===== src/rtl/vram_dump_if.sv =====
// -----------------------------------------------------------------------------
// vram_dump_if
//
// Bundles the two buses of the VRAM dumper:
//   - the outgoing character stream (valid/ready handshake)
//       data   : character being offered (o_char)
//       valid  : data is offered (o_valid)
//       ready  : consumer accepts (i_ready)
//   - the VRAM read port
//       vram_addr : {row[4:0], col[5:0]} (o_vram_addr)
//       vram_ce   : read strobe (o_vram_ce)
//       vram_w    : write enable, always 0 (o_vram_w)
//       vram_dout : read data, valid the cycle after vram_ce (i_vram_dout)
//
// master: the dumper side. slave: consumer / VRAM side.
// -----------------------------------------------------------------------------
interface vram_dump_if;
  logic [7:0]  data;
  logic        valid;
  logic        ready;
  logic [10:0] vram_addr;
  logic        vram_ce;
  logic        vram_w;
  logic [7:0]  vram_dout;

  modport master (
    output data,
    output valid,
    input  ready,
    output vram_addr,
    output vram_ce,
    output vram_w,
    input  vram_dout
  );

  modport slave (
    input  data,
    input  valid,
    output ready,
    input  vram_addr,
    input  vram_ce,
    input  vram_w,
    output vram_dout
  );
endinterface


===== src/rtl/vram_dump.sv =====
// -----------------------------------------------------------------------------
// vram_dump
//
// Reads the text VRAM back out and emits the screen as a character stream:
// optional form feed, then for every row its characters followed by CR, and
// LF between rows (no LF after the last row so the receiver does not scroll).
// With TRIM set, trailing spaces of each row are found by scanning the row
// right-to-left before any character of that row is sent.
//
// Parameters:
//   LAST_COL : last column index (columns 0..LAST_COL)
//   LAST_ROW : last row index (rows 0..LAST_ROW)
//   EMIT_FF  : 1 = send 8'h0C before the first row
//   TRIM     : 1 = drop trailing spaces of each row
//
// Ports:
//   i_clk     : clock
//   i_rst     : asynchronous active-high reset
//   i_start   : 1-cycle pulse in idle starts a dump; ignored while running
//   o_running : high while a dump is in progress (VRAM port owned)
//   bus       : master side of vram_dump_if (char stream + VRAM read port)
// -----------------------------------------------------------------------------
module vram_dump #(
  parameter int LAST_COL = 59,
  parameter int LAST_ROW = 16,
  parameter bit EMIT_FF  = 1'b1,
  parameter bit TRIM     = 1'b1
) (
  input  logic        i_clk,
  input  logic        i_rst,
  input  logic        i_start,
  output logic        o_running,
  vram_dump_if.master bus
);

  localparam logic [5:0] COL_MAX = 6'(LAST_COL);
  localparam logic [4:0] ROW_MAX = 5'(LAST_ROW);

  localparam logic [7:0] CH_FF = 8'h0C;
  localparam logic [7:0] CH_CR = 8'h0D;
  localparam logic [7:0] CH_LF = 8'h0A;
  localparam logic [7:0] CH_SP = 8'h20;
  localparam logic [7:0] CH_DEL = 8'h7F;

  typedef enum logic [3:0] {
    S_IDLE,
    S_SCAN_RD,
    S_SCAN_CHK,
    S_RD,
    S_LOAD,
    S_SEND,
    S_CR,
    S_LF,
    S_FF
  } state_t;

  // Every row starts either with the right-to-left trailing-space scan or,
  // without trimming, directly with the first character read.
  localparam state_t     ROW_ST  = TRIM ? S_SCAN_RD : S_RD;
  localparam logic [5:0] ROW_COL = TRIM ? COL_MAX : 6'd0;

  state_t      state;
  logic [4:0]  row;
  logic [5:0]  col;
  logic [5:0]  last_col;
  logic [7:0]  char_q;
  logic        valid_q;
  logic        ce_q;
  logic [10:0] addr_q;
  logic        running_q;
  logic        hs;

  // Control codes and DEL stored in VRAM (garbage) must never reach the
  // downstream terminal as control characters.
  function automatic logic [7:0] sanitize(input logic [7:0] d);
    if ((d < CH_SP) || (d == CH_DEL)) begin
      return CH_SP;
    end
    return d;
  endfunction

  assign hs = valid_q & bus.ready;

  assign bus.data      = char_q;
  assign bus.valid     = valid_q;
  assign bus.vram_addr = addr_q;
  assign bus.vram_ce   = ce_q;
  assign bus.vram_w    = 1'b0;
  assign o_running     = running_q;

  // All outputs are registered: the read strobe and address are set up on
  // the transition into SCAN_RD / RD so they are high exactly in those
  // states, and valid/char are set on entry to LOAD->SEND, CR, LF and FF.
  always_ff @(posedge i_clk or posedge i_rst) begin
    if (i_rst) begin
      state     <= S_IDLE;
      row       <= 5'd0;
      col       <= 6'd0;
      last_col  <= 6'd0;
      char_q    <= 8'h00;
      valid_q   <= 1'b0;
      ce_q      <= 1'b0;
      addr_q    <= 11'd0;
      running_q <= 1'b0;
    end else begin
      case (state)
        S_IDLE: begin
          if (i_start) begin
            running_q <= 1'b1;
            row       <= 5'd0;
            if (EMIT_FF) begin
              state   <= S_FF;
              valid_q <= 1'b1;
              char_q  <= CH_FF;
            end else begin
              state    <= ROW_ST;
              col      <= ROW_COL;
              last_col <= COL_MAX;
              ce_q     <= 1'b1;
              addr_q   <= {5'd0, ROW_COL};
            end
          end
        end

        S_FF: begin
          if (hs) begin
            valid_q  <= 1'b0;
            state    <= ROW_ST;
            col      <= ROW_COL;
            last_col <= COL_MAX;
            ce_q     <= 1'b1;
            addr_q   <= {5'd0, ROW_COL};
          end
        end

        S_SCAN_RD: begin
          ce_q  <= 1'b0;
          state <= S_SCAN_CHK;
        end

        // The raw VRAM byte decides trimming: only a real space is trailing
        // blank, a control code still counts as content (sent as a space).
        S_SCAN_CHK: begin
          if (bus.vram_dout != CH_SP) begin
            last_col <= col;
            col      <= 6'd0;
            state    <= S_RD;
            ce_q     <= 1'b1;
            addr_q   <= {row, 6'd0};
          end else if (col == 6'd0) begin
            state   <= S_CR;
            valid_q <= 1'b1;
            char_q  <= CH_CR;
          end else begin
            col    <= col - 6'd1;
            state  <= S_SCAN_RD;
            ce_q   <= 1'b1;
            addr_q <= {row, col - 6'd1};
          end
        end

        S_RD: begin
          ce_q  <= 1'b0;
          state <= S_LOAD;
        end

        S_LOAD: begin
          char_q  <= sanitize(bus.vram_dout);
          valid_q <= 1'b1;
          state   <= S_SEND;
        end

        S_SEND: begin
          if (hs) begin
            if (col == last_col) begin
              char_q <= CH_CR;
              state  <= S_CR;
            end else begin
              valid_q <= 1'b0;
              col     <= col + 6'd1;
              state   <= S_RD;
              ce_q    <= 1'b1;
              addr_q  <= {row, col + 6'd1};
            end
          end
        end

        S_CR: begin
          if (hs) begin
            if (row != ROW_MAX) begin
              char_q <= CH_LF;
              state  <= S_LF;
            end else begin
              valid_q   <= 1'b0;
              running_q <= 1'b0;
              state     <= S_IDLE;
            end
          end
        end

        S_LF: begin
          if (hs) begin
            valid_q  <= 1'b0;
            row      <= row + 5'd1;
            col      <= ROW_COL;
            last_col <= COL_MAX;
            state    <= ROW_ST;
            ce_q     <= 1'b1;
            addr_q   <= {row + 5'd1, ROW_COL};
          end
        end

        default: begin
          valid_q   <= 1'b0;
          ce_q      <= 1'b0;
          running_q <= 1'b0;
          state     <= S_IDLE;
        end
      endcase
    end
  end

endmodule


===== src/flat_wrapper.sv =====
// flat-port wrapper written by rule: the top's interface ports become plain ports
module vram_dump_flat 
#(
  parameter int LAST_COL = 59,
  parameter int LAST_ROW = 16,
  parameter bit EMIT_FF  = 1'b1,
  parameter bit TRIM     = 1'b1
)
  (i_clk, i_rst, i_start, o_running, bus_data, bus_valid, bus_ready, bus_vram_addr, bus_vram_ce, bus_vram_w, bus_vram_dout);
  vram_dump_if bus_i ();
  input  logic i_clk;
  input  logic i_rst;
  input  logic i_start;
  output logic o_running;
  output wire logic [$bits(bus_i.data)-1:0] bus_data;
  output wire logic [$bits(bus_i.valid)-1:0] bus_valid;
  input wire logic [$bits(bus_i.ready)-1:0] bus_ready;
  output wire logic [$bits(bus_i.vram_addr)-1:0] bus_vram_addr;
  output wire logic [$bits(bus_i.vram_ce)-1:0] bus_vram_ce;
  output wire logic [$bits(bus_i.vram_w)-1:0] bus_vram_w;
  input wire logic [$bits(bus_i.vram_dout)-1:0] bus_vram_dout;
  assign bus_data = bus_i.data;
  assign bus_valid = bus_i.valid;
  assign bus_i.ready = bus_ready;
  assign bus_vram_addr = bus_i.vram_addr;
  assign bus_vram_ce = bus_i.vram_ce;
  assign bus_vram_w = bus_i.vram_w;
  assign bus_i.vram_dout = bus_vram_dout;
  vram_dump #(.LAST_COL(LAST_COL), .LAST_ROW(LAST_ROW), .EMIT_FF(EMIT_FF), .TRIM(TRIM)) u_core (.i_clk(i_clk), .i_rst(i_rst), .i_start(i_start), .o_running(o_running), .bus(bus_i));
endmodule

===== config.mk =====
export PLATFORM = sky130hd
export DESIGN_NAME = vram_dump_flat
export DESIGN_NICKNAME = d
export VERILOG_FILES = /design/src/rtl/vram_dump_if.sv /design/src/rtl/vram_dump.sv /design/src/flat_wrapper.sv
export SDC_FILE = /design/constraint.sdc
export NUM_CORES = 1
export LEC_CHECK = 0
export ABC_AREA = 0
export CAP_MARGIN = 20
export CORE_MARGIN = 2
export CORE_UTILIZATION = 55
export DETAILED_ROUTE_END_ITERATION = 7
export PLACE_DENSITY = 0.82
export RECOVER_POWER = 100
export SLEW_MARGIN = 20
export SYNTH_ARGS = -nofsm -noshare
export SYNTH_HDL_FRONTEND = slang
export SYNTH_SLANG_ARGS = --single-unit

===== constraint.sdc =====
create_clock -name i_clk -period 2.8 [get_ports i_clk]
set_input_delay 0.42 -clock i_clk [delete_from_list [all_inputs] [get_ports i_clk]]
set_output_delay 0.42 -clock i_clk [all_outputs]
set_load 0.01 [all_outputs]

Word-level counts from Yosys, hierarchy flattened
Index checks and enable logic that the tools add are counted.

$add $sub $neg: 3. Magnitude comparators: 1. Equal/unequal tests: 26. Multiplexer cells: 55. Bitwise gates (word level): 4. Reductions and logical operators: 21.

Operators by type and width (number): 8-bit two-way mux (9); 11-bit two-way mux (6); 11-bit one-hot mux with 4 select lines (1); 8-bit one-hot mux with 5 select lines (1); 6-bit two-way mux (6); 4-bit one-hot mux with 8 select lines (1); 4-bit two-way mux (5); 2-bit by 1-bit != test with 1-bit output, second input constant (9); 6-bit one-hot mux with 3 select lines (1); 4-bit by 3-bit == test with 1-bit output, second input constant (4); 1-bit two-way mux (15); 6-bit one-hot mux with 2 select lines (1); 5-bit two-way mux (2); 5-bit one-hot mux with 2 select lines (1); 5-bit AND reduction (2); 3-bit two-way mux (3); 9-bit AND reduction (1); 4-bit by 2-bit == test with 1-bit output, second input constant (2); 8-bit by 7-bit == test with 1-bit output, second input constant (1); 8-bit by 6-bit less-than comparator with 1-bit output, second input constant (1); 2-bit != test, second input constant (4); 8-bit by 6-bit != test with 1-bit output, second input constant (1); 4-bit AND reduction (2); 8-bit AND reduction (1); other kinds (25) (30).

Bits in registers: 43. Input port bits: 12. Output and inout bits: 23. Logic and storage cells: 119.

Logic depth before layout (Yosys ltp)
Gate-level depths: netlist of the first run.

Depth in word-level cells: 6. Gate-level depth with buffers: 10. Depth with buffers taken out: 7.

Worst setup path before layout of the first run
No wires, ideal clock.

Kind: reg2reg. From: register u_core.col[0]. To: register u_core.valid_q (netlist: u_core.bus.valid). Arrival: 2124 ps. Setup slack: 551 ps. Stages on the path, launching flop included: 9. Buffers on the path: 1. Cell sequence: dfrtp_1 clkbuf_1 inv_1 ha_1 or3b_1 nor3_2 a21oi_2 nor4b_1 mux2_2.

Cells in the longest elaborated chain, start to end: 3.

Ends and longest elaborated chain: start: declaration (line vram_dump.sv:64) `logic [5:0] col;`; start signal: assignment (line vram_dump.sv:155) `col <= col - 6'd1;`; start signal: assignment (line vram_dump.sv:180) `col <= col + 6'd1;`; 6-bit == test / 6-bit zero test (equally long branches) (line vram_dump.sv:175, vram_dump.sv:150); 2-bit != test (no line) / 2-bit by 1-bit != test with 1-bit output (equally long branches); 9-bit AND reduction (no line) *; end signal: assignment (line vram_dump.sv:169) `valid_q <= 1'b1;`; end signal: assignment (line vram_dump.sv:179) `valid_q <= 1'b0;`; end signal: assignment (line vram_dump.sv:194) `valid_q <= 1'b0;`; end: declaration (line vram_dump.sv:67) `logic valid_q;`.

Mark *: on every way between the ends. The rest lies on a longest branch, timed or not. A chain may end at the register's enable or synchronous reset.

Worst setup path in the final report of the first run
From: register u_core.col[1]. To: register u_core.addr_q[1] (netlist: u_core.bus.vram_addr[1]).

Cells in the longest elaborated chain, start to end: 4.

Ends and longest elaborated chain: 6-bit by 1-bit adder with 6-bit output / 6-bit by 1-bit subtractor with 6-bit output (equally long branches) (line vram_dump.sv:183, vram_dump.sv:158); 11-bit two-way mux, on equally long branches (line vram_dump.sv:175, vram_dump.sv:150); 11-bit two-way mux, on equally long branches (line vram_dump.sv:174, vram_dump.sv:144); 11-bit one-hot mux with 4 select lines (line vram_dump.sv:106) `case (state)`; end signal: assignment (line vram_dump.sv:120) `addr_q <= {5'd0, ROW_COL};`; end signal: assignment (line vram_dump.sv:132) `addr_q <= {5'd0, ROW_COL};`; end signal: assignment (line vram_dump.sv:183) `addr_q <= {row, col + 6'd1};`; end: declaration (line vram_dump.sv:69) `logic [10:0] addr_q;`.

Several ways; a longest one is shown, not always the timed one. The select of a mux whose other input is x is not followed.

==> metrics.cfg, run 1 <==
[final_layout]
antenna_cells=0
nets=352
syn2layout_area_growth_pct=20.0
multi_input_area_sq_um=1440
regArea_sq_um=1080
num-fill-cells=371
drive_above_1_share_pct=8.61

[route]
drt_pass1_iterations=5
routed_via_density=6.17
postRouteAntennaNets=0
vias=2493
post_drt_wl_per_cell_microns=16.2
detail_route.iter0.violations=230
totalWireLength_microns=6550
drcViolationCount=0

[global_routing]
grt_pass1_vias=2273
grt.total_usage_pct=26.0
antenna_found_initial=0
grt_pass1_wl_microns=11000
grt_max_degree=44
grt-ovfl-total=0

[logic_synthesis]
synth_cell_types=66
yosysSeqAreaShare_pct=40.1
synth_edf_count=0
synthFlopType=dfrtp_1
async_flop_share_pct=100
synth_nets=317
syn-cell-area_sq_um=2680
synth_cells=301
syn_avg_cell_area_sq_um=8.90
synth-seq-cells=43
yosysWarnings=0

[power_and_ir_drop]
finalPower_uw=2740
leakagePower_uw=0.00131
ir_worst_vdd_uv=525
powerDensity_nw_per_um2=851

[floorplanning]
num_rows=25
core-area_sq_um=4720
start_util_pct=56.7
die_height_microns=73.8
ios=35
dieArea_sq_um=5450
die_width_microns=73.8

[clock_tree]
clk_latency_ps=300
h-tree-depth=2
clockRootBuffer=clkbuf_8
cts.path.max_buffers=2
numClockSinks=43
cts_tree=built
post_cts_buffers=0
clkSlewWorstSetupHoldPaths_ps=80
cts_hold_buf=0
numCtsBuffers=5
post_cts_resized=0

[timing]
fmax_mhz=399
setup_viol_count_final=0
tns_ps=0
final_max_slew_viol_count=0
relSlewSlack_pct=30.2
tightestPinTransition_ps=1050
fin_worst_skew_ps=5.73
rsz0062_at_grt=no
fin_crit_ps=2510
timing_hold_violations_final=0
fin_crit_sh_pct=89.6

[worst_setup_path]
path_class=reg -> reg
worst_setup_path_end_kind=flip-flop
startpoint_type=flip-flop
cp_data_required_time_ps=2970
arrival_ps=2670
crit_fanout=11

[job]
max-cap-violations=0

[hold_path]
hold_class=reg -> reg

[placed_design]
post-dp-hpwl_microns=4780
place_congestion=0.886
port_buffers=33

[status]
outcome=finished clean

worst paths after layout:
path	to	cells after the start	slack [ps]	start
max	u_core.bus.vram_addr[1]	8	290	u_core.col[1]
min reg2reg	u_core.bus.vram_addr[10]	1	490	u_core.bus.vram_addr[10]
min	u_core.bus.vram_addr[10]	1	490	u_core.bus.vram_addr[10]
max reg2reg	u_core.bus.vram_addr[1]	8	290	u_core.col[1]
max in group asynchronous	u_core.state[2]	3	1270	i_rst
min in group asynchronous	u_core.bus.vram_addr[4]	3	890	i_rst
state kept, by name, summed over array words and instances (netlist names), 4 cells and up:
name,cells
u_core.last_col,6
u_core.col,6
u_core.bus.data,8
u_core.row,5
u_core.state,4
u_core.bus.vram_addr,11
cell usage in the layout (no fill, tap or decap), types with 2 or more instances in the layout:
cell             instances
nand2_1                 26
and2_1                   2
a221oi_1                 3
a21oi_1                 22
o21ai_0                 28
o211ai_1                 2
nand4b_1                 3
nand3_1                 10
o22ai_1                  3
clkbuf_1                 3
bufinv_16                2
dlygate4sd3_1           24
nor2_1                  27
dfrtp_1                 43
or3_1                    3
ha_1                     4
nand4_1                  4
buf_4                   12
nand2b_1                 3
clkdlybuf4s50_1          9
inv_1                   12
and3_1                   2
o21a_1                   2
a32o_1                   3
clkbuf_8                 5
nor2b_1                  2
nor3_1                   4
nor4_1                   2
xor2_1                   7
mux2_1                   7
a211oi_1                 2
a21o_1                   2
a31oi_1                 11
nor4bb_1                 2
a2bb2oi_1                5
clkbuf_2                 2
power breakdown:
part           switching [uW]  internal (uW)
Clock                     213            357
Combinational             662            516
Sequential                195            795
cell type report:
cell class	count	area share (%)
repair buffers	49	13.6
well taps	67	2.61
flip-flops and latches	43	33.5
clock buffers	6	2.26
multi-input cells	224	44.7
clock inverters	2	1.87
inverters	13	1.52
layer usage:
layer	global-route usage, %	vias to the layer above	part of all wire, %
li1	-	1178	-
met1	36.6	1172	45
met2	40.2	133	46
met3	5.90	10	7.8
met4	7.47	0	1.1
met5	0	-	0
cell usage after synthesis, drive strengths merged (2+ instances only):
cell type / count / share of area, %
o21ai: 28 / 5.2
nor4b: 3 / 1.8
xor2: 7 / 2.3
nor2: 27 / 3.8
nand4: 4 / 0.93
mux2: 8 / 3.4
nor3: 5 / 1.5
nor4: 3 / 0.93
o21a: 2 / 0.56
a32o: 3 / 1.1
buf: 14 / 3.3
or3: 3 / 0.70
a21o: 2 / 0.56
ha: 4 / 1.9
nor2b: 2 / 0.47
and3: 2 / 0.47
o211ai: 2 / 0.56
a2bb2oi: 5 / 1.6
dfrtp: 43 / 40
nand4b: 3 / 0.98
or2: 2 / 0.47
inv: 13 / 1.8
nand3: 10 / 1.9
nand2b: 3 / 0.70
nand2: 26 / 3.6
o22ai: 3 / 0.70
clkbuf: 7 / 0.98
a221oi: 3 / 0.98
a21oi: 23 / 4.4
and2: 3 / 0.70
nor4bb: 2 / 0.75
a31oi: 11 / 2.6
a211oi: 2 / 0.56
logic make-up after synthesis:
logic type	count (synthesis)	synth area share [%]
adder cells (fa/ha/maj)	4	1.87
AND/OR/NAND/NOR	107	22.7
multiplexers	9	3.73
AO/OA/AOI/OAI	96	23.1
XOR/XNOR	7	2.29
buffers and inverters	34	6.07
other	1	0.140
flip-flops	43	40.1
metrics by stage:
stage	hold WS [ps]	cells	setup slack [ps]	area, sq um	utilization (%)
global route	508	404	103	3220	68.1
global placement	466	396	232	3100	65.6
floorplan	468	301	551	2680	-
detailed placement	479	396	147	3100	65.6
CTS	502	404	366	3230	68.5
finish	490	404	292	3220	68.1
critical path, cell delays in order (launching register included):
cell	delay, ps
dfrtp_1	510
inv_1	100
ha_1	180
or3b_1	400
nor3_1	300
a32oi_1	160
and2_1	330
clkbuf_2	240
a2bb2oi_1	160
(Power assumes the default switching activity.)
==> run 2, diff against run 1 <==
Settings changed: CORE_UTILIZATION 55 to 60, PLACE_DENSITY 0.82 to 0.88.
Clock period 2.8 ns to 3.2 ns, I/O delays scaled along.
==> run 2 against run 1 <==
Against the previous run:
- routed wire length up 3.7%
- die area down 7.9%
- design area down 3.4%
- via count down 0.24%
- register-to-register slack better by 230 ps
- power down 15%
- critical path depth down 2
- cell count down 6.4%
- clock-buffer cell count unchanged
- critical endpoint is now u_core.bus.valid
- highest routed layer unchanged
==> metrics.cfg, run 2 (synthesis results as in run 1) <==
[placed_design]
place_area_sq_um=3000  ; was 3100 sq um
post-dp-hpwl_microns=4700  ; was 4780 microns
place_congestion=0.934  ; was 0.886
dp_worst_setup_slack_ps=405  ; was 147 ps
port_buffers=33  ; unchanged

[timing]
fin_worst_skew_ps=6.14  ; was 5.73 ps
setup_viol_count_final=0  ; unchanged
timing_hold_violations_final=0  ; unchanged
tightestPinTransition_ps=1250  ; was 1050 ps
fmax_mhz=352
tns_ps=0  ; unchanged
fin_crit_ps=2840
worst_slack_ps=357  ; was 292 ps
relSlewSlack_pct=16.9  ; was 30.2%
final_max_slew_viol_count=0  ; unchanged
fin_crit_sh_pct=88.8
rsz0062_at_grt=no  ; unchanged

[power_and_ir_drop]
finalPower_uw=2330  ; was 2740 uW
ir_worst_vdd_uv=437  ; was 525 uV
powerDensity_nw_per_um2=750  ; was 851 nW/um^2
leakagePower_uw=0.00125  ; was 0.00131 uW

[route]
totalWireLength_microns=6800  ; was 6550 microns
detail_route.iter0.violations=296  ; was 230
post_drt_wl_per_cell_microns=18.0  ; was 16.2 microns
routed_via_density=6.58  ; was 6.17
postRouteAntennaNets=0  ; unchanged
drt_pass1_iterations=5  ; unchanged
vias=2487  ; was 2,493
drcViolationCount=0  ; unchanged

[clock_tree]
clkSlewWorstSetupHoldPaths_ps=80  ; about the same
clockRootBuffer=clkbuf_8  ; unchanged
post_cts_buffers=0  ; unchanged
clk_latency_ps=310  ; was 300 ps
h-tree-depth=2  ; unchanged
numClockSinks=43  ; unchanged
post_cts_resized=0  ; unchanged
cts_tree=built  ; unchanged
cts_hold_buf=0  ; unchanged
numCtsBuffers=5  ; unchanged
cts.path.max_buffers=2  ; unchanged

[floorplanning]
ios=35  ; unchanged
die_width_microns=70.8  ; was 73.8 microns
die_height_microns=70.8  ; was 73.8 microns
dieArea_sq_um=5020  ; was 5450 sq um
start_util_pct=62.0  ; was 56.7%
core-area_sq_um=4320  ; was 4720 sq um
num_rows=24  ; was 25

[final_layout]
multi_input_area_sq_um=1440  ; about the same
nets=341  ; was 352
num-fill-cells=342  ; was 371
antenna_cells=0  ; unchanged
syn2layout_area_growth_pct=15.9  ; was 20.0%
drive_above_1_share_pct=6.13  ; was 8.61%
final_cell_mix=dfrtp_1 (43), nor2_1 (27), o21ai_0 (27)  ; was dfrtp_1 (43), o21ai_0 (28), nor2_1 (27)
regArea_sq_um=1080  ; unchanged
design_area_sq_um=3110  ; was 3220 sq um
largest_register_ffs=11  ; unchanged
final_common_cell=dfrtp_1  ; unchanged

[worst_setup_path]
critPathMaxStageDelay_ps=880  ; was 510 ps
worst_setup_path_end_kind=flip-flop  ; unchanged
reg2reg_slack_ps=520  ; was 290 ps
path_class=in -> reg  ; was reg -> reg
startpoint_type=primary input  ; was flip-flop
crit_fanout=7  ; was 11
r2r_cells=7  ; was 8
crit_path_frequent_cell=nor4b_1
cp_data_required_time_ps=3390  ; was 2970 ps
arrival_ps=3040  ; was 2670 ps
r2r_end=u_core.bus.valid  ; was u_core.bus.vram_addr[1]
critical_path.cell_chain=clkdlybuf4s50_1 > nor4b_1 > and2_0 > a21oi_2 > nor4b_1 > mux2_2  ; was inv_1 > ha_1 > or3b_1 > nor3_1 > a32oi_1 > and2_1 > clkbuf_2 > a2bb2oi_1
slowest_stage=nor4b_1  ; was dfrtp_1
timing.rr.start=u_core.row[0]  ; was u_core.col[1]

[global_routing]
grt_pass1_wl_microns=11400  ; was 11,000 microns
grt_pass1_vias=2290  ; was 2,273
grt.total_usage_pct=28.4  ; was 26.0%
grt-ovfl-total=0  ; unchanged
antenna_found_initial=0  ; unchanged
grt_max_degree=23  ; was 44

[job]
max-cap-violations=0  ; unchanged

[hold_path]
worstHoldStart=u_core.bus.data[2]  ; was u_core.bus.vram_addr[10]
hold-path-endpoint=u_core.bus.data[2]  ; was u_core.bus.vram_addr[10]
min_path_cells=1  ; unchanged
hold_class=reg -> reg  ; unchanged

[status]
outcome=finished clean  ; unchanged

==> run 2: stage by stage <==
step / utilization, % / hold slack [ps] / instances
global placement: 69.4 / 482 / 370
global route: 71.8 / 519 / 378
CTS: 72.2 / 503 / 378
finish: 71.8 / 498 / 378
floorplan: - / 468 / 301
detailed placement: 69.4 / 478 / 370
==> run 2: cell type report <==
type                            instances  area share, %
Clock inverter                          2           1.25
Sequential cell                        43           34.6
Multi-Input combinational cell        224           46.2
Tap cell                               52           2.09
Inverter                               13           1.57
Clock buffer                            6           2.66
Timing Repair Buffer                   38           11.6
==> run 2: how the worst max path moves through the flow <==
stage                                start                  to  slack [ps]
after global placement           bus_ready  u_core.bus.data[0]         470
after CTS                    u_core.row[0]    u_core.bus.valid         580
after global routing      bus_vram_dout[6]       u_core.col[4]         180
final                     bus_vram_dout[6]    u_core.bus.valid         360
after detailed placement         bus_ready  u_core.bus.data[0]         400
after floorplan              u_core.col[0]    u_core.bus.valid         950
==> run 2: critical path, delay by kind of cell <==
family / cells / cell delay [ps]
AOI/OAI and AO/OA: 1 / 110
muxes: 1 / 380
buffers and inverters: 1 / 480
and+or+nand+nor: 3 / 1580
==> run 2: power by group <==
group	total [uW]	internal, uW	switching (uW)
clock network	457	257	200
logic	928	422	506
registers	945	694	251
==> run 2: metal layers <==
layer | vias to the layer above | routed length (microns) | part of all wire (%) | track usage (%)
met5 | - | 0 | 0 | 0
met4 | 0 | 100 | 1.5 | 9.01
met3 | 10 | 483 | 7.1 | 4.42
met2 | 110 | 3240 | 48 | 44.1
met1 | 1218 | 2970 | 44 | 41.3
li1 | 1149 | - | - | -
